### src/rtl/click_pkg.sv
// Shared definitions for the click burst generator: channel states,
// LFSR constants and the small helpers used to derive per-channel jitter.
package click_pkg;

  typedef enum logic [1:0] {
    ST_IDLE = 2'd0,
    ST_WAIT = 2'd1,
    ST_ON   = 2'd2
  } state_t;

  localparam logic [15:0] LFSR_SEED = 16'hACE1;
  localparam logic [15:0] LFSR_TAPS = 16'hB400;

  // Each channel sees the shared LFSR rotated right by ROT_STEP*k bits.
  localparam int ROT_STEP = 3;

  // One step of the right-shifting Galois LFSR.
  function automatic logic [15:0] lfsr_next(input logic [15:0] v);
    return v[0] ? ((v >> 1) ^ LFSR_TAPS) : (v >> 1);
  endfunction

  // Rotate a 16-bit word right by s positions (s taken modulo 16).
  function automatic logic [15:0] rotr16(input logic [15:0] v, input int s);
    int sh;
    sh = s % 16;
    return (v >> sh) | (v << (16 - sh));
  endfunction

endpackage

### src/rtl/click_channel.sv
// One click channel: IDLE -> WAIT (off-gap) -> ON (click) state machine
// with a single down-counter shared by the gap and the on-time.
module click_channel
  import click_pkg::*;
#(
  parameter int LEVEL_W     = 4,
  parameter int CNT_W       = 32,
  parameter int BASE_PERIOD = 240000,
  parameter int ON_SHIFT    = 20,
  parameter int JITTER_W    = 8
) (
  input  logic                clk,
  input  logic                reset,
  input  logic                enable,
  input  logic [LEVEL_W-1:0]  level,
  input  logic                mode,
  input  logic                trigger,
  input  logic                jitter_en,
  input  logic [JITTER_W-1:0] jitter,
  output logic                click,
  output logic                strobe,
  output logic                busy
);

  state_t             state;
  logic [CNT_W-1:0]   cnt;
  logic [LEVEL_W-1:0] level_lat;
  logic [CNT_W-1:0]   gap;
  logic [CNT_W-1:0]   on_len;

  // Gap length for the next WAIT and on-time for the next ON, from the
  // level captured when WAIT was entered (a level change during WAIT
  // therefore does not alter the click that follows it).
  always_comb begin
    gap    = CNT_W'(BASE_PERIOD) + (jitter_en ? CNT_W'(jitter) : '0);
    on_len = CNT_W'(((CNT_W'(1) << LEVEL_W) - CNT_W'(level_lat)) << ON_SHIFT);
  end

  // Channel FSM, counter and registered outputs.
  always_ff @(posedge clk) begin
    if (reset) begin
      state     <= ST_IDLE;
      cnt       <= '0;
      level_lat <= '0;
      click     <= 1'b0;
      strobe    <= 1'b0;
      busy      <= 1'b0;
    end else begin
      strobe <= 1'b0;
      case (state)
        ST_IDLE: begin
          if (enable && (level != '0) && (!mode || trigger)) begin
            state     <= ST_WAIT;
            cnt       <= gap;
            level_lat <= level;
            busy      <= 1'b1;
          end
        end
        ST_WAIT: begin
          if (!enable) begin
            state <= ST_IDLE;
            cnt   <= '0;
            busy  <= 1'b0;
          end else if (cnt <= CNT_W'(1)) begin
            state  <= ST_ON;
            cnt    <= on_len;
            click  <= 1'b1;
            strobe <= 1'b1;
          end else begin
            cnt <= cnt - CNT_W'(1);
          end
        end
        ST_ON: begin
          if (!enable) begin
            state <= ST_IDLE;
            cnt   <= '0;
            click <= 1'b0;
            busy  <= 1'b0;
          end else if (cnt <= CNT_W'(1)) begin
            click <= 1'b0;
            if (!mode && (level != '0)) begin
              state     <= ST_WAIT;
              cnt       <= gap;
              level_lat <= level;
            end else begin
              state <= ST_IDLE;
              cnt   <= '0;
              busy  <= 1'b0;
            end
          end else begin
            cnt <= cnt - CNT_W'(1);
          end
        end
        default: begin
          state  <= ST_IDLE;
          cnt    <= '0;
          click  <= 1'b0;
          strobe <= 1'b0;
          busy   <= 1'b0;
        end
      endcase
    end
  end

endmodule

### src/rtl/click_burst_gen.sv
// Multi-channel click burst generator: shared jitter LFSR, level unpacking
// and one click_channel instance per output.
module click_burst_gen
  import click_pkg::*;
#(
  parameter int CHANNELS    = 4,
  parameter int LEVEL_W     = 4,
  parameter int CNT_W       = 32,
  parameter int BASE_PERIOD = 240000,
  parameter int ON_SHIFT    = 20,
  parameter int JITTER_W    = 8
) (
  input  logic                        i_clk,
  input  logic                        reset,
  input  logic [CHANNELS-1:0]         i_enable,
  input  logic [CHANNELS*LEVEL_W-1:0] i_level,
  input  logic                        i_mode,
  input  logic [CHANNELS-1:0]         i_trigger,
  input  logic                        i_jitter_en,
  output logic [CHANNELS-1:0]         o_click,
  output logic [CHANNELS-1:0]         o_strobe,
  output logic [CHANNELS-1:0]         o_busy
);

  localparam logic [63:0] GAP_MAX = 64'(BASE_PERIOD) + (64'd1 << JITTER_W);
  localparam logic [63:0] ON_MAX  = (64'd1 << LEVEL_W) << ON_SHIFT;
  localparam logic [63:0] CNT_LIM = 64'd1 << CNT_W;

  logic [15:0] lfsr;

  // Shared LFSR: seeded on reset, free-running otherwise.
  always_ff @(posedge i_clk) begin
    if (reset) lfsr <= LFSR_SEED;
    else       lfsr <= lfsr_next(lfsr);
  end

  // Simulation guard: the longest gap and on-time must fit the counters.
  always_ff @(posedge i_clk) begin
    if (reset) begin
      assert ((GAP_MAX < CNT_LIM) && (ON_MAX < CNT_LIM))
        else $error("click_burst_gen: counter width too small for gap/on-time");
    end
  end

  for (genvar k = 0; k < CHANNELS; k++) begin : g_ch
    logic [JITTER_W-1:0] jit;
    assign jit = JITTER_W'(rotr16(lfsr, ROT_STEP * k));

    click_channel #(
      .LEVEL_W    (LEVEL_W),
      .CNT_W      (CNT_W),
      .BASE_PERIOD(BASE_PERIOD),
      .ON_SHIFT   (ON_SHIFT),
      .JITTER_W   (JITTER_W)
    ) u_ch (
      .clk      (i_clk),
      .reset    (reset),
      .enable   (i_enable[k]),
      .level    (i_level[k*LEVEL_W +: LEVEL_W]),
      .mode     (i_mode),
      .trigger  (i_trigger[k]),
      .jitter_en(i_jitter_en),
      .jitter   (jit),
      .click    (o_click[k]),
      .strobe   (o_strobe[k]),
      .busy     (o_busy[k])
    );
  end

endmodule

### config.mk
export PLATFORM = sky130hd
export DESIGN_NAME = click_burst_gen
export DESIGN_NICKNAME = d
export VERILOG_FILES = /design/src/rtl/click_pkg.sv /design/src/rtl/click_channel.sv /design/src/rtl/click_burst_gen.sv
export SDC_FILE = /design/constraint.sdc
export NUM_CORES = 1
export LEC_CHECK = 0
export CAP_MARGIN = 5
export CORE_AREA = 3 3 143 145
export CTS_CLUSTER_SIZE = 14
export DETAILED_ROUTE_END_ITERATION = 10
export DIE_AREA = 0 0 146 148
export PLACE_DENSITY = 0.7
export SKIP_CTS_REPAIR_TIMING = 1
export SLEW_MARGIN = 0
export SYNTH_ARGS = -nofsm -noshare
export SYNTH_HDL_FRONTEND = slang
export SYNTH_SLANG_ARGS = --single-unit
### constraint.sdc
create_clock -name i_clk -period 5 [get_ports i_clk]
set_input_delay 1.25 -clock i_clk [delete_from_list [all_inputs] [get_ports i_clk]]
set_output_delay 1.25 -clock i_clk [all_outputs]
set_load 0.01 [all_outputs]
---- Word-level counts from Yosys, hierarchy flattened ----
Cells that the tools add are included.
W data, S select, Z words.
operators by class
  add/sub/neg operators ................... 12
  magnitude comparators ................... 4
  eq/ne operators ......................... 48
  multiplexer cells ....................... 129
  bitwise gates (word level) .............. 16
  reductions and logical operators ........ 49
operators by type and width
  kind                      count
  $mux W32                  24
  $pmux W32 S3              4
  $add A18 B32 Y32 const A  4
  $le A32 B1 Y1 const B     4
  $sub A32 B1 Y32 const B   4
  $mux W4                   16
  $mux W1                   44
  $mux W2                   20
  $mux W8                   4
  $ne A2 B1 Y1 const B      16
  $pmux W4 S2               4
  $reduce_and A4 Y1         8
  $ne A2 B2 Y1 const B      12
  $ne A3 B2 Y1 const B      8
  $pmux W1 S3               8
  $pmux W2 S3               4
  $sub A5 B4 Y6 const A     4
  $reduce_and A5 Y1         4
  $mux W16                  1
  $or A8 B1 Y8 const B      2
  $reduce_bool A4 Y1        4
  $logic_and A1 B1 Y1       12
  $ne A3 B3 Y1 const B      4
  $not A1 Y1                12
  other kinds (10)          31
word-level totals
  flip-flop bits (word level) ............. 180
  bits of input ports ..................... 28
  output and inout bits ................... 12
  logic and storage cells ................. 283

---- Logic depth before layout (Yosys ltp) ----
Gate-level depths: netlist (run 1).
  depth in word-level cells ............... 7
  gate-level depth with buffers ........... 10
  gate-level depth less buffers ........... 8

---- Cells and area by module ----
A second synthesis (run 1) with hierarchy kept.
unflattened totals
  cells, all modules ...................... 1281
  area, all modules ....................... 10362.4 um^2
modules (own cells, without submodules)
  module                             instances  cells an instance  area each (um^2)  sequential area each (um^2)
  click_channel at g_ch[0].u_ch ...  2          306                2507.4            820.8
  click_channel at g_ch[3].u_ch      1          331                2471.1            820.8
  click_channel at g_ch[2].u_ch      1          302                2413.6            820.8
  click_burst_gen                    1          36                 462.9             320.3

---- Least setup slack after synthesis (run 1) ----
Ideal clock, no wire load.
  path kind ............................... input to register
  start ................................... in i_level[0]
  end ..................................... reg g_ch[0].u_ch.cnt[30]
  setup time .............................. 118 ps
  data arrival time ....................... 2976 ps
  required time ........................... 4882 ps
  setup slack ............................. 1905 ps
  stages on the path ...................... 8
  path buffers ............................ 3
  cells stage by stage .................... or4_1 > clkbuf_1 > a31oi_1 > clkbuf_1 > clkbuf_1 > nor3_1 > xnor2_1 > nor2_1
between the ends
  cells in the longest elaborated chain, start to end .. 6
  elaborated cells between the ends (all ways) .. 9
  those cells by class .................... eq/ne (1); mux (4); reduce/logical (4)
ends and longest elaborated chain
  item                  line                                      source
  from (decl)           click_burst_gen.sv:16                     input logic [CHANNELS*LEVEL_W-1:0] i_level,
  $reduce_bool A4 Y1 *  click_channel.sv:52, click_channel.sv:81
  $logic_and A1 B1 Y1   click_channel.sv:81                       if (!mode && (level != '0)) begin
  $mux W32              click_channel.sv:81
  $mux W32              click_channel.sv:79                       end else if (cnt <= CNT_W'(1)) begin
  $mux W32              click_channel.sv:74                       if (!enable) begin
  $pmux W32 S3          click_channel.sv:50                       case (state)
  to (signal assigned)  click_channel.sv:54                       cnt <= gap;
  to (signal assigned)  click_channel.sv:83                       cnt <= gap;
  to (signal assigned)  click_channel.sv:91                       cnt <= cnt - CNT_W'(1);
  to (decl)             click_channel.sv:26                       logic [CNT_W-1:0] cnt;
Every way passes the cells marked *; elsewhere a longest branch is shown, timed or not.
A chain may end at the register's enable or synchronous reset.

---- Final worst setup path (run 1) ----
  start ................................... in i_level[0]
  end ..................................... reg g_ch[0].u_ch.cnt[14]
The elaborated chain is that of the path after synthesis.

==> results of run 1 <==
## per-stage QoR
| stage | instance area (sq um) | cells |
|---|---|---|
| floorplan | 10150 | 1294 |
| global placement | 10680 | 1539 |
| detailed placement | 10680 | 1539 |
| CTS | 11320 | 1570 |
| global route | 11320 | 1570 |
| finish | 11320 | 1570 |
## path summary, 6_finish.rpt
kind	from	to	slack, ps	depth (start not counted)
worst max-delay path	i_level[0]	g_ch[0].u_ch.cnt[14]	1610	8
worst min-delay path	g_ch[2].u_ch.cnt[19]	g_ch[2].u_ch.cnt[19]	460	2
worst max register to register	g_ch[3].u_ch.cnt[6]	g_ch[3].u_ch.cnt[5]	1740	6
worst min register to register	g_ch[2].u_ch.cnt[19]	g_ch[2].u_ch.cnt[19]	460	2
## kinds of logic after synthesis
group                    after synthesis  synth area share, %
adder cells (fa/ha/maj)               12                1.480
AND/OR/NAND/NOR                      577                29.42
flip-flops                           180                35.52
buffers and inverters                113                4.661
AO/OA/AOI/OAI                        330                21.59
XOR/XNOR                              62                5.352
multiplexers                          20                1.973
## where the power goes
group | switching (mW) | internal (mW)
registers | 0.192 | 1.59
clock network | 0.597 | 0.878
logic | 1.00 | 0.631
## Yosys cell counts (11+ instances only)
library cell / number / area share [%]
sky130_fd_sc_hd__dfxtp_1: 180 / 36
sky130_fd_sc_hd__nor2_1: 132 / 4.9
sky130_fd_sc_hd__nand2_1: 106 / 3.9
sky130_fd_sc_hd__a21oi_1: 85 / 4.2
sky130_fd_sc_hd__nor3_1: 63 / 3.1
sky130_fd_sc_hd__nand3_1: 59 / 2.9
sky130_fd_sc_hd__clkbuf_1: 58 / 2.1
sky130_fd_sc_hd__o21ai_0: 56 / 2.8
sky130_fd_sc_hd__xnor2_1: 45 / 3.9
sky130_fd_sc_hd__nor4_1: 44 / 2.7
sky130_fd_sc_hd__inv_1: 36 / 1.3
sky130_fd_sc_hd__a31oi_1: 31 / 1.9
sky130_fd_sc_hd__or3_1: 31 / 1.9
sky130_fd_sc_hd__or4_1: 25 / 1.8
sky130_fd_sc_hd__nor2b_1: 21 / 1.3
sky130_fd_sc_hd__mux2i_1: 20 / 2.0
sky130_fd_sc_hd__xor2_1: 17 / 1.5
sky130_fd_sc_hd__nand2b_1: 15 / 0.92
sky130_fd_sc_hd__nand4_1: 15 / 0.92
sky130_fd_sc_hd__or2_2: 15 / 0.92
sky130_fd_sc_hd__and2_1: 12 / 0.74
sky130_fd_sc_hd__buf_4: 12 / 0.89
sky130_fd_sc_hd__ha_1: 12 / 1.5
sky130_fd_sc_hd__o22ai_1: 12 / 0.74
sky130_fd_sc_hd__a32oi_1: 11 / 0.95
## flip-flops by register name, summed over array words and instances (netlist names)
register / count
g_ch.u_ch.busy: 4
g_ch.u_ch.click: 4
g_ch.u_ch.cnt: 128
g_ch.u_ch.level_lat: 16
g_ch.u_ch.state: 8
g_ch.u_ch.strobe: 4
lfsr: 16
## critical path, delay by kind of cell
| family | cells | cell delay (ps) |
|---|---|---|
| AND/OR/NAND/NOR | 5 | 1660 |
| AO/OA/AOI/OAI | 1 | 190 |
| buffers and inverters | 2 | 650 |
## metal layers
layer  vias up  part of all wire, %
met1      4638                   47
met5         -                    0
met3        49                  5.4
met2       321                   46
met4         0                  1.7
li1       4803                    -
## cell type report
class,count,area [sq um],area share [%]
multi-input cells,1001,6082,53.75
flip-flops and latches,180,3603,31.84
repair buffers,57,523.0,4.622
clock buffers,20,466.7,4.124
well taps,265,331.6,2.930
clock inverters,11,173.9,1.537
inverters,36,135.1,1.194
==> out/qor.json, run 1 <==
{
  "status": {"value": "completed"},
  "rsz0062_at_grt": {"value": "false"},
  "synthesis.instances": {"value": 1294},
  "cpMaxStageDelayCell": {"value": "sky130_fd_sc_hd__or4_1"},
  "slew_headroom": {"value": 27.09, "unit": "%"},
  "critPathMaxStageDelay": {"value": 670, "unit": "ps"},
  "cts_max_level": {"value": 4},
  "layout.cells.most_common_list": {"value": "sky130_fd_sc_hd__dfxtp_1 (180), sky130_fd_sc_hd__nor2_1 (132), sky130_fd_sc_hd__nand2_1 (106), sky130_fd_sc_hd__a21oi_1 (85), sky130_fd_sc_hd__nor3_1 (63)"},
  "tritoncts.num_buffers": {"value": 17},
  "hpwlAfterDp": {"value": 18800, "unit": "um"},
  "synthToLayoutAreaGrowth": {"value": 11.53, "unit": "%"},
  "setup-violations-final": {"value": 0},
  "mostFrequentLayoutCell": {"value": "sky130_fd_sc_hd__dfxtp_1"},
  "grt_remaining_overflow": {"value": 0},
  "drt-wirelength-per-cell": {"value": 17.30, "unit": "um"},
  "power.static_leakage": {"value": 4.086, "unit": "nW"},
  "cp_cell_sequence": {"value": "clkdlybuf4s50_1 > or4_1 > nand3_1 > nand2_1 > nor2_1 > a21oi_1 > buf_4 > nor2_1"},
  "synth-seq-area-share": {"value": 35.52, "unit": "%"},
  "grt_pass1_vias": {"value": 8904},
  "drv_cap": {"value": 0},
  "tritoncts": {"value": "built"},
  "hp_class": {"value": "register to register"},
  "pin_count_of_the_biggest_net_entering_global_routing": {"value": 66},
  "final_max_slew_viol_count": {"value": 0},
  "first_pass_iters": {"value": 6},
  "synthFlopType": {"value": "sky130_fd_sc_hd__dfxtp_1"},
  "core": {"value": 19330, "unit": "sq um"},
  "finalSetupTns": {"value": 0, "unit": "ps"},
  "globalRouteMet3Util": {"value": 4.660, "unit": "%"},
  "grt-busiest-layer": {"value": "met2"},
  "worst_slack_at_placement": {"value": 1197, "unit": "ps"},
  "finalClockSkew": {"value": 11.49, "unit": "ps"},
  "port_buffers": {"value": 39},
  "arrival_time_of_the_worst_setup_path": {"value": 3760, "unit": "ps"},
  "synth_async_sr_flop_share": {"value": 0, "unit": "%"},
  "number_of_core_rows": {"value": 51},
  "synth_edf_count": {"value": 0},
  "max-vdd-ir-drop": {"value": 0.2627, "unit": "mV"},
  "timing.critical_path.required": {"value": 5370, "unit": "ps"},
  "global_route.usage.total": {"value": 24.73, "unit": "%"},
  "number_of_antenna_violations_at_the_first_check_in_global_routing": {"value": 0},
  "flip_flop_and_latch_count_after_synthesis": {"value": 180},
  "post-layout-total-power": {"value": 4.888, "unit": "mW"},
  "drcViolationCount": {"value": 0},
  "die_area": {"value": 21610, "unit": "sq um"},
  "grt_pass1_wl": {"value": 45160, "unit": "um"},
  "num-nets-final": {"value": 1333},
  "nFillCells": {"value": 1811},
  "synth_area_per_cell": {"value": 7.841, "unit": "sq um"},
  "worst_setup_hold_path_clk_slew": {"value": 60, "unit": "ps"},
  "worst-path-max-fanout": {"value": 12},
  "post_synthesis_cell_area": {"value": 10150, "unit": "sq um"},
  "clk_latency": {"value": 440, "unit": "ps"},
  "route.detailed.vias_per_inst": {"value": 6.249},
  "drt_iter0_markers": {"value": 874},
  "clock_tree.root_cell": {"value": "sky130_fd_sc_hd__clkbuf_16"},
  "dr_total_vias": {"value": 9811},
  "use_met2": {"value": 39.73, "unit": "%"},
  "postRouteWirelength": {"value": 27160, "unit": "um"},
  "synth.net_count": {"value": 1334},
  "pin_count": {"value": 40},
  "holdWs": {"value": 464.8, "unit": "ps"},
  "hold_viol_final": {"value": 0},
  "clock_path_buffers": {"value": 2},
  "die_w": {"value": 146, "unit": "um"},
  "post-route-util": {"value": 58.53, "unit": "%"},
  "met1_track_usage_gr": {"value": 34.38, "unit": "%"},
  "fp.dieH": {"value": 148, "unit": "um"},
  "fmax": {"value": 0.2952, "unit": "GHz"},
  "critical_path.startpoint_type": {"value": "input port"},
  "synth.distinct_cells": {"value": 76},
  "num_antenna_cells": {"value": 0},
  "setup.worst_path.end_class": {"value": "register"},
  "yosysWarnings": {"value": 0},
  "period_utilization": {"value": 67.75, "unit": "%"},
  "initial_utilization": {"value": 52.48, "unit": "%"},
  "tritoncts_num_sinks": {"value": 180},
  "timing_worst_setup_path_type": {"value": "input port to register"},
  "routabilityCongestion": {"value": 0.9186},
  "slew_at_the_pin_with_the_worst_max_slew_slack": {"value": 1082, "unit": "ps"},
  "layout_min_cycle_time": {"value": 3387, "unit": "ps"},
  "final.setup.worst_slack": {"value": 1613, "unit": "ps"},
  "power-per-cell-area": {"value": 432.0, "unit": "nW/um^2"},
  "critical_path.most_common_cell": {"value": "sky130_fd_sc_hd__nor2_1"},
  "antenna_viol_nets_final": {"value": 0},
  "fraction_of_final_layout_cells_sized_beyond_drive_strength_1": {"value": 6.897, "unit": "%"}
}
Power figures use the tool's default switching activity.
==> run 2, diff against run 1 <==
clock period = 3.4 ns   (was 5 ns; I/O delays follow)
==> run 2 against run 1 <==
  * Critical path depth decreased by 2
  * Wire length increased by 0.46%
  * Sequential share of layout area down 0.31 points
  * Hold slack got worse by 0.62 ps
  * Cell area grew 0.98%
  * Critical endpoint is now g_ch[0].u_ch.level_lat[0]
  * Non-clock buffer count rose by 26
  * Combinational power grew 53%
  * First-iteration DRC count down 5.6%
  * Clock power is 27% higher
  * Register-to-register slack got worse by 1200 ps
  * Clock skew is essentially flat
==> out/qor.json, run 2 (same netlist as run 1, synthesis figures left out) <==
{
  "status": {"value": "completed"},
  "slew_headroom": {"value": 37.36, "unit": "%", "change": "+10 points"},
  "cpMaxStageDelayCell": {"value": "sky130_fd_sc_hd__or4_1"},
  "final_max_slew_viol_count": {"value": 0, "change": "unchanged"},
  "finalSetupTns": {"value": 0, "unit": "ps", "change": "unchanged"},
  "critical_path.startpoint_type": {"value": "register"},
  "worst-path-max-fanout": {"value": 10, "change": "-2"},
  "comb_power_share": {"value": 35.7, "unit": "%", "change": "+2.3 points"},
  "layout_min_cycle_time": {"value": 2881, "unit": "ps"},
  "postRouteWirelength": {"value": 27290, "unit": "um", "change": "+0.46%"},
  "mostFrequentLayoutCell": {"value": "sky130_fd_sc_hd__dfxtp_1"},
  "cp.buffers_inverters": {"value": 0, "change": "-2"},
  "met2_wirelength": {"value": 12470, "unit": "um", "change": "+0.14%"},
  "cp_cell_sequence": {"value": "or4_1 > nor4b_2 > nand4_1 > o22ai_2 > mux2i_1 > nor2_1"},
  "clock_tree.root_cell": {"value": "sky130_fd_sc_hd__clkbuf_16"},
  "seqPwrFrac": {"value": 37.6, "unit": "%", "change": "+1.2 points"},
  "number_of_antenna_violations_at_the_first_check_in_global_routing": {"value": 0, "change": "unchanged"},
  "slew_at_the_pin_with_the_worst_max_slew_slack": {"value": 936.2, "unit": "ps", "change": "-146.0 ps"},
  "fraction_of_final_layout_cells_sized_beyond_drive_strength_1": {"value": 8.340, "unit": "%", "change": "+1.4 points"},
  "setup.worst_path.end_class": {"value": "register"},
  "cellInternalPower": {"value": 4.383, "unit": "mW", "change": "+41%"},
  "timing_worst_setup_path_type": {"value": "register to register"},
  "fmax": {"value": 0.3472, "unit": "GHz"},
  "number_of_core_rows": {"value": 51, "change": "unchanged"},
  "power_switching": {"value": 2.581, "unit": "mW", "change": "+44%"},
  "route.detailed.vias_per_inst": {"value": 6.175, "change": "-1.2%"},
  "timing.critical_path.required": {"value": 3700, "unit": "ps", "change": "-1670 ps"},
  "num_antenna_cells": {"value": 0, "change": "unchanged"},
  "pin_count": {"value": 40, "change": "unchanged"},
  "tritoncts.num_buffers": {"value": 17, "change": "unchanged"},
  "fp.dieH": {"value": 148, "unit": "um", "change": "unchanged"},
  "port_buffers": {"value": 39, "change": "unchanged"},
  "finalClockSkew": {"value": 11.77, "unit": "ps", "change": "+0.2806 ps"},
  "hp_class": {"value": "register to register"},
  "first_pass_iters": {"value": 5, "change": "-1"},
  "layout.cells.most_common_list": {"value": "sky130_fd_sc_hd__dfxtp_1 (180), sky130_fd_sc_hd__nor2_1 (132), sky130_fd_sc_hd__nand2_1 (106), sky130_fd_sc_hd__a21oi_1 (85), sky130_fd_sc_hd__nor3_1 (63)"},
  "power-per-cell-area": {"value": 609.5, "unit": "nW/um^2", "change": "+41%"},
  "pwr-share-clk": {"value": 26.7, "unit": "%", "change": "-3.5 points"},
  "dr_total_vias": {"value": 9856, "change": "+0.46%"},
  "max-vdd-ir-drop": {"value": 0.4084, "unit": "mV", "change": "+55%"},
  "pin_count_of_the_biggest_net_entering_global_routing": {"value": 70, "change": "+6.1%"},
  "tritoncts_num_sinks": {"value": 180, "change": "unchanged"},
  "detailroute.wirelength.met3": {"value": 1568, "unit": "um", "change": "+7.7%"},
  "synthToLayoutAreaGrowth": {"value": 12.63, "unit": "%"},
  "rsz0062_at_grt": {"value": "false"},
  "grt_pass1_wl": {"value": 45420, "unit": "um", "change": "+0.58%"},
  "max_flop_register": {"value": "g_ch.u_ch.cnt"},
  "switching_share": {"value": 37.06, "unit": "%", "change": "+0.44 points"},
  "grt_remaining_overflow": {"value": 0, "change": "unchanged"},
  "highest_layer": {"value": "met4"},
  "grt_pass1_vias": {"value": 9136, "change": "+2.6%"},
  "largest_register_ffs": {"value": 128, "change": "unchanged"},
  "cts_max_level": {"value": 4, "change": "unchanged"},
  "antenna_viol_nets_final": {"value": 0, "change": "unchanged"},
  "routabilityCongestion": {"value": 0.9214, "change": "+0.30%"},
  "tritoncts": {"value": "built"},
  "drcViolationCount": {"value": 0, "change": "unchanged"},
  "arrival_time_of_the_worst_setup_path": {"value": 3180, "unit": "ps", "change": "-580 ps"},
  "die_w": {"value": 146, "unit": "um", "change": "unchanged"},
  "wl_met1": {"value": 12860, "unit": "um", "change": "+0.44%"},
  "die_area": {"value": 21610, "unit": "sq um", "change": "unchanged"},
  "core": {"value": 19330, "unit": "sq um", "change": "unchanged"},
  "hpwlAfterDp": {"value": 18960, "unit": "um", "change": "+0.90%"},
  "drt-wirelength-per-cell": {"value": 17.10, "unit": "um", "change": "-1.2%"},
  "period_utilization": {"value": 84.72, "unit": "%"},
  "power.static_leakage": {"value": 4.176, "unit": "nW", "change": "+2.2%"},
  "hold_viol_final": {"value": 0, "change": "unchanged"},
  "critPathTopFamily": {"value": "simple AND/OR/NAND/NOR gates"},
  "largestRegisters": {"value": "g_ch.u_ch.cnt (128), g_ch.u_ch.level_lat (16), lfsr (16)"},
  "drv_cap": {"value": 0, "change": "unchanged"},
  "initial_utilization": {"value": 52.48, "unit": "%", "change": "unchanged"},
  "clk_latency": {"value": 430, "unit": "ps", "change": "about the same"},
  "critPathMaxStageDelay": {"value": 680, "unit": "ps", "change": "about the same"},
  "global_route.usage.total": {"value": 24.90, "unit": "%", "change": "+0.18 points"},
  "setup-violations-final": {"value": 0, "change": "unchanged"},
  "drt_iter0_markers": {"value": 825, "change": "-5.6%"},
  "worst_setup_hold_path_clk_slew": {"value": 70, "unit": "ps", "change": "about the same"},
  "clock_path_buffers": {"value": 2, "change": "unchanged"},
  "holdWs": {"value": 464.2, "unit": "ps", "change": "-0.6180 ps"},
  "num-nets-final": {"value": 1359, "change": "+2.0%"}
}
## run 2: worst register-to-register path: stages, from the launching register on
cell	delay, ps
sky130_fd_sc_hd__dfxtp_1	370
sky130_fd_sc_hd__or4_1	680
sky130_fd_sc_hd__nor4b_2	490
sky130_fd_sc_hd__nand4_1	330
sky130_fd_sc_hd__o22ai_2	580
sky130_fd_sc_hd__mux2i_1	260
sky130_fd_sc_hd__nor2_1	50
## run 2: path summary, 6_finish.rpt
check / startpoint / endpoint / slack, ps / cells after the start
worst max register to register: g_ch[0].u_ch.cnt[4] / g_ch[0].u_ch.level_lat[0] / 520 / 6
worst min-delay path: g_ch[0].u_ch.cnt[15] / g_ch[0].u_ch.cnt[15] / 460 / 2
worst min register to register: g_ch[0].u_ch.cnt[15] / g_ch[0].u_ch.cnt[15] / 460 / 2
worst max-delay path: g_ch[0].u_ch.cnt[4] / g_ch[0].u_ch.level_lat[0] / 520 / 6
## run 2: cell type report
cell class                 instances  area (sq um)
fill                            1769          7908
clock buffer                      28         526.8
inverter                          36         135.1
clock inverter                     3         17.52
multi-input combinational       1001          6082
tap                              265         331.6
timing repair buffer              83         730.7
sequential                       180          3603
## run 2: routing by layer
| metal | vias up | GRT usage, % |
|---|---|---|
| met2 | 292 | 38.68 |
| met5 | - | 0 |
| met4 | 0 | 7.573 |
| li1 | 4862 | - |
| met3 | 38 | 5.733 |
| met1 | 4664 | 34.73 |
## run 2: stage by stage
stage | instance area [sq um] | instances | total power, mW | worst slack (ps) | utilization (%)
after floorplan | 10150 | 1294 | 4.419 | 705.2 | -
after global placement | 10880 | 1565 | 5.051 | 318.9 | 56.29
after detailed placement | 10880 | 1565 | 5.079 | 238.5 | 56.29
after CTS | 11430 | 1596 | 6.945 | 562.0 | 59.10
after global routing | 11430 | 1596 | 7.387 | 355.5 | 59.10
final | 11430 | 1596 | 6.965 | 519.5 | 59.10
## run 2: power by group through the flow
stage | clock network (mW) | logic [mW] | registers (mW)
global placement | 0 | 2.40 | 2.65
floorplan | 0 | 1.85 | 2.57
detailed placement | 0 | 2.43 | 2.65
finish | 1.86 | 2.49 | 2.62
CTS | 1.88 | 2.45 | 2.61
global route | 1.97 | 2.76 | 2.66
==> run 3, diff against run 2 <==
PLACE_DENSITY = 0.73   (was 0.7)
clock period = 2.47 ns   (was 3.4 ns; I/O delays follow)
==> run 3 against run 2 <==
  * Die area unchanged
  * Critical endpoint is now g_ch[0].u_ch.cnt[27]
  * Total power is 52% higher
  * Largest cell class unchanged
  * Global-route usage grew 1.6 points
  * Core utilization up 6.7 points
  * First-iteration DRC count is 33% higher
  * Combinational power is 70% higher
  * Cell count up 8.7%
==> out/qor.json, run 3 (same netlist as run 1, synthesis figures left out) <==
{
  "status": {"value": "completed"},
  "cp.buffers_inverters": {"value": 0, "change": "unchanged"},
  "number_of_core_rows": {"value": 51, "change": "unchanged"},
  "drcViolationCount": {"value": 0, "change": "unchanged"},
  "setup.worst_path.end_class": {"value": "register"},
  "critical_path.startpoint_type": {"value": "register"},
  "worst_slack_at_placement": {"value": -280.3, "unit": "ps", "change": "-518.9 ps"},
  "critPathTopFamily": {"value": "simple AND/OR/NAND/NOR gates"},
  "num_antenna_cells": {"value": 0, "change": "unchanged"},
  "tritoncts.num_buffers": {"value": 17, "change": "unchanged"},
  "holdWs": {"value": 466.4, "unit": "ps", "change": "+2.231 ps"},
  "drv_cap": {"value": 0, "change": "unchanged"},
  "timing_worst_setup_path_type": {"value": "register to register"},
  "route.detailed.vias_per_inst": {"value": 6.166, "change": "-0.15%"},
  "routabilityCongestion": {"value": 0.9323, "change": "+1.2%"},
  "fmax": {"value": 0.4169, "unit": "GHz", "change": "+20%"},
  "worst_r2r_endpoint": {"value": "g_ch[0].u_ch.cnt[27]"},
  "post-route-util": {"value": 65.80, "unit": "%", "change": "+6.7 points"},
  "grt_pass1_wl": {"value": 48590, "unit": "um", "change": "+7.0%"},
  "synthToLayoutAreaGrowth": {"value": 25.39, "unit": "%"},
  "dpl_cell_area": {"value": 11950, "unit": "sq um", "change": "+9.8%"},
  "pwr-share-clk": {"value": 26.4, "unit": "%", "change": "-0.3 points"},
  "tritoncts": {"value": "built"},
  "pin_count": {"value": 40, "change": "unchanged"},
  "num-nets-final": {"value": 1497, "change": "+10%"},
  "grt_pass1_vias": {"value": 9938, "change": "+8.8%"},
  "core": {"value": 19330, "unit": "sq um", "change": "unchanged"},
  "worst_setup_hold_path_clk_slew": {"value": 70, "unit": "ps", "change": "about the same"},
  "critical_path.most_common_cell": {"value": "sky130_fd_sc_hd__or4_4"},
  "min_from": {"value": "g_ch[0].u_ch.cnt[9]"},
  "cpMaxStageDelayCell": {"value": "sky130_fd_sc_hd__or4_4"},
  "clock_path_buffers": {"value": 2, "change": "unchanged"},
  "finalClockSkew": {"value": 10.17, "unit": "ps", "change": "-1.604 ps"},
  "worst-path-max-fanout": {"value": 6, "change": "-4"},
  "final_max_slew_viol_count": {"value": 0, "change": "unchanged"},
  "power.static_leakage": {"value": 4.906, "unit": "nW", "change": "+17%"},
  "min_delay_path_depth": {"value": 2, "change": "unchanged"},
  "slew_headroom": {"value": 58.24, "unit": "%", "change": "+21 points"},
  "mostFrequentLayoutCell": {"value": "sky130_fd_sc_hd__dfxtp_1"},
  "initial_utilization": {"value": 52.48, "unit": "%", "change": "unchanged"},
  "place.detailed.instances": {"value": 1700, "change": "+8.6%"},
  "max_flop_register": {"value": "g_ch.u_ch.cnt"},
  "port_buffers": {"value": 39, "change": "unchanged"},
  "timing.critical_path.required": {"value": 2810, "unit": "ps", "change": "-890 ps"},
  "layout_min_cycle_time": {"value": 2399, "unit": "ps", "change": "-481.6 ps"},
  "regToRegStartpoint": {"value": "g_ch[0].u_ch.cnt[16]"},
  "power_switching": {"value": 3.907, "unit": "mW", "change": "+51%"},
  "setup-violations-final": {"value": 0, "change": "unchanged"},
  "hp_class": {"value": "register to register"},
  "clock_tree.root_cell": {"value": "sky130_fd_sc_hd__clkbuf_16"},
  "filler_free_cell_count_of_the_finished_design": {"value": 1735, "change": "+8.7%"},
  "dr_total_vias": {"value": 10698, "change": "+8.5%"},
  "global_route.usage.total": {"value": 26.47, "unit": "%", "change": "+1.6 points"},
  "final.setup.worst_slack": {"value": 71.14, "unit": "ps", "change": "-448.4 ps"},
  "cellInternalPower": {"value": 6.676, "unit": "mW", "change": "+52%"},
  "fraction_of_final_layout_cells_sized_beyond_drive_strength_1": {"value": 18.78, "unit": "%", "change": "+10 points"},
  "fp.dieH": {"value": 148, "unit": "um", "change": "unchanged"},
  "grt_remaining_overflow": {"value": 0, "change": "unchanged"},
  "power-per-cell-area": {"value": 831.9, "unit": "nW/um^2", "change": "+36%"},
  "capture_endpoint_of_the_worst_hold_path": {"value": "g_ch[0].u_ch.cnt[9]"},
  "largestRegisters": {"value": "g_ch.u_ch.cnt (128), g_ch.u_ch.level_lat (16), lfsr (16)"},
  "seqPwrFrac": {"value": 33.6, "unit": "%", "change": "-4.0 points"},
  "cp_cell_sequence": {"value": "or4_4 > or4_1 > or4_4 > nor3_4 > xnor2_1 > nor2_2"},
  "number_of_antenna_violations_at_the_first_check_in_global_routing": {"value": 0, "change": "unchanged"},
  "antenna_viol_nets_final": {"value": 0, "change": "unchanged"},
  "layout.cells.most_common_list": {"value": "sky130_fd_sc_hd__dfxtp_1 (180), sky130_fd_sc_hd__buf_4 (177), sky130_fd_sc_hd__nor2_1 (131), sky130_fd_sc_hd__nand2_1 (106), sky130_fd_sc_hd__a21oi_1 (84)"},
  "pin_count_of_the_biggest_net_entering_global_routing": {"value": 79, "change": "+13%"},
  "cts_max_level": {"value": 4, "change": "unchanged"},
  "largest_register_ffs": {"value": 128, "change": "unchanged"},
  "finalSetupTns": {"value": 0, "unit": "ps", "change": "unchanged"},
  "arrival_time_of_the_worst_setup_path": {"value": 2740, "unit": "ps", "change": "-440 ps"},
  "critPathMaxStageDelay": {"value": 590, "unit": "ps", "change": "-90 ps"},
  "die_area": {"value": 21610, "unit": "sq um", "change": "unchanged"},
  "drt-wirelength-per-cell": {"value": 16.93, "unit": "um", "change": "-1.0%"},
  "postRouteWirelength": {"value": 29370, "unit": "um", "change": "+7.6%"},
  "clk_latency": {"value": 440, "unit": "ps", "change": "about the same"},
  "slew_at_the_pin_with_the_worst_max_slew_slack": {"value": 619.9, "unit": "ps", "change": "-316.3 ps"},
  "post-route-cell-area": {"value": 12720, "unit": "sq um", "change": "+11%"},
  "hold_viol_final": {"value": 0, "change": "unchanged"},
  "post-layout-total-power": {"value": 10.58, "unit": "mW", "change": "+52%"},
  "drt_iter0_markers": {"value": 1099, "change": "+33%"},
  "tritoncts_num_sinks": {"value": 180, "change": "unchanged"},
  "comb_power_share": {"value": 40.0, "unit": "%", "change": "+4.3 points"},
  "hpwlAfterDp": {"value": 20710, "unit": "um", "change": "+9.2%"},
  "reg2reg_setup_slack": {"value": 70, "unit": "ps", "change": "-450 ps"},
  "worst-r2r-cell-count": {"value": 6, "change": "unchanged"},
  "period_utilization": {"value": 97.12, "unit": "%", "change": "+12 points"},
  "first_pass_iters": {"value": 6, "change": "+1"},
  "max-vdd-ir-drop": {"value": 0.5836, "unit": "mV", "change": "+43%"},
  "switching_share": {"value": 36.92, "unit": "%", "change": "-0.15 points"},
  "die_w": {"value": 146, "unit": "um", "change": "unchanged"}
}
## run 3: worst register-to-register path: stages, from the launching register on
cell                      delay, ps
sky130_fd_sc_hd__dfxtp_1        320
sky130_fd_sc_hd__or4_4          570
sky130_fd_sc_hd__or4_1          450
sky130_fd_sc_hd__or4_4          590
sky130_fd_sc_hd__nor3_4         190
sky130_fd_sc_hd__xnor2_1        150
sky130_fd_sc_hd__nor2_2          40
## run 3: cell type report
| cell class | instances | area (sq um) |
|---|---|---|
| Inverter | 36 | 135.1 |
| Fill cell | 1655 | 6613 |
| Tap cell | 265 | 331.6 |
| Sequential cell | 180 | 3603 |
| Timing Repair Buffer | 221 | 1821 |
| Clock buffer | 19 | 452.9 |
| Clock inverter | 13 | 150.1 |
| Multi-Input combinational cell | 1001 | 6228 |
## run 3: routing by layer
layer  GRT usage [%]  up-vias  wire, um
met5               0        -         0
met4           7.150        0       567
met3           4.476       59      1698
met2           44.57      377     13990
met1           35.42     5131     13110
li1                -     5131         -
## run 3: worst max-delay path by stage
stage,start,end,slack [ps],cells after the start
4_1_cts,g_ch[0].u_ch.cnt[7],g_ch[0].u_ch.click,-160,7
6_report,g_ch[0].u_ch.cnt[16],g_ch[0].u_ch.cnt[27],70,6
3_3_place_gp,i_level[15],g_ch[3].u_ch.cnt[11],-240,8
2_1_floorplan,g_ch[0].u_ch.cnt[7],g_ch[0].u_ch.cnt[27],-5,7
5_1_grt,g_ch[0].u_ch.cnt[10],g_ch[0].u_ch.cnt[31],-60,7
3_5_place_dp,i_level[0],g_ch[0].u_ch.cnt[27],-280,8
## run 3: power by group through the flow
| stage | combinational [mW] | sequential (mW) | clock [mW] |
|---|---|---|---|
| final | 4.23 | 3.56 | 2.79 |
| after global routing | 4.62 | 3.60 | 2.95 |
| after CTS | 4.01 | 3.54 | 2.81 |
| after detailed placement | 3.96 | 3.60 | 0 |
| after global placement | 3.90 | 3.59 | 0 |
| after floorplan | 2.56 | 3.53 | 0 |
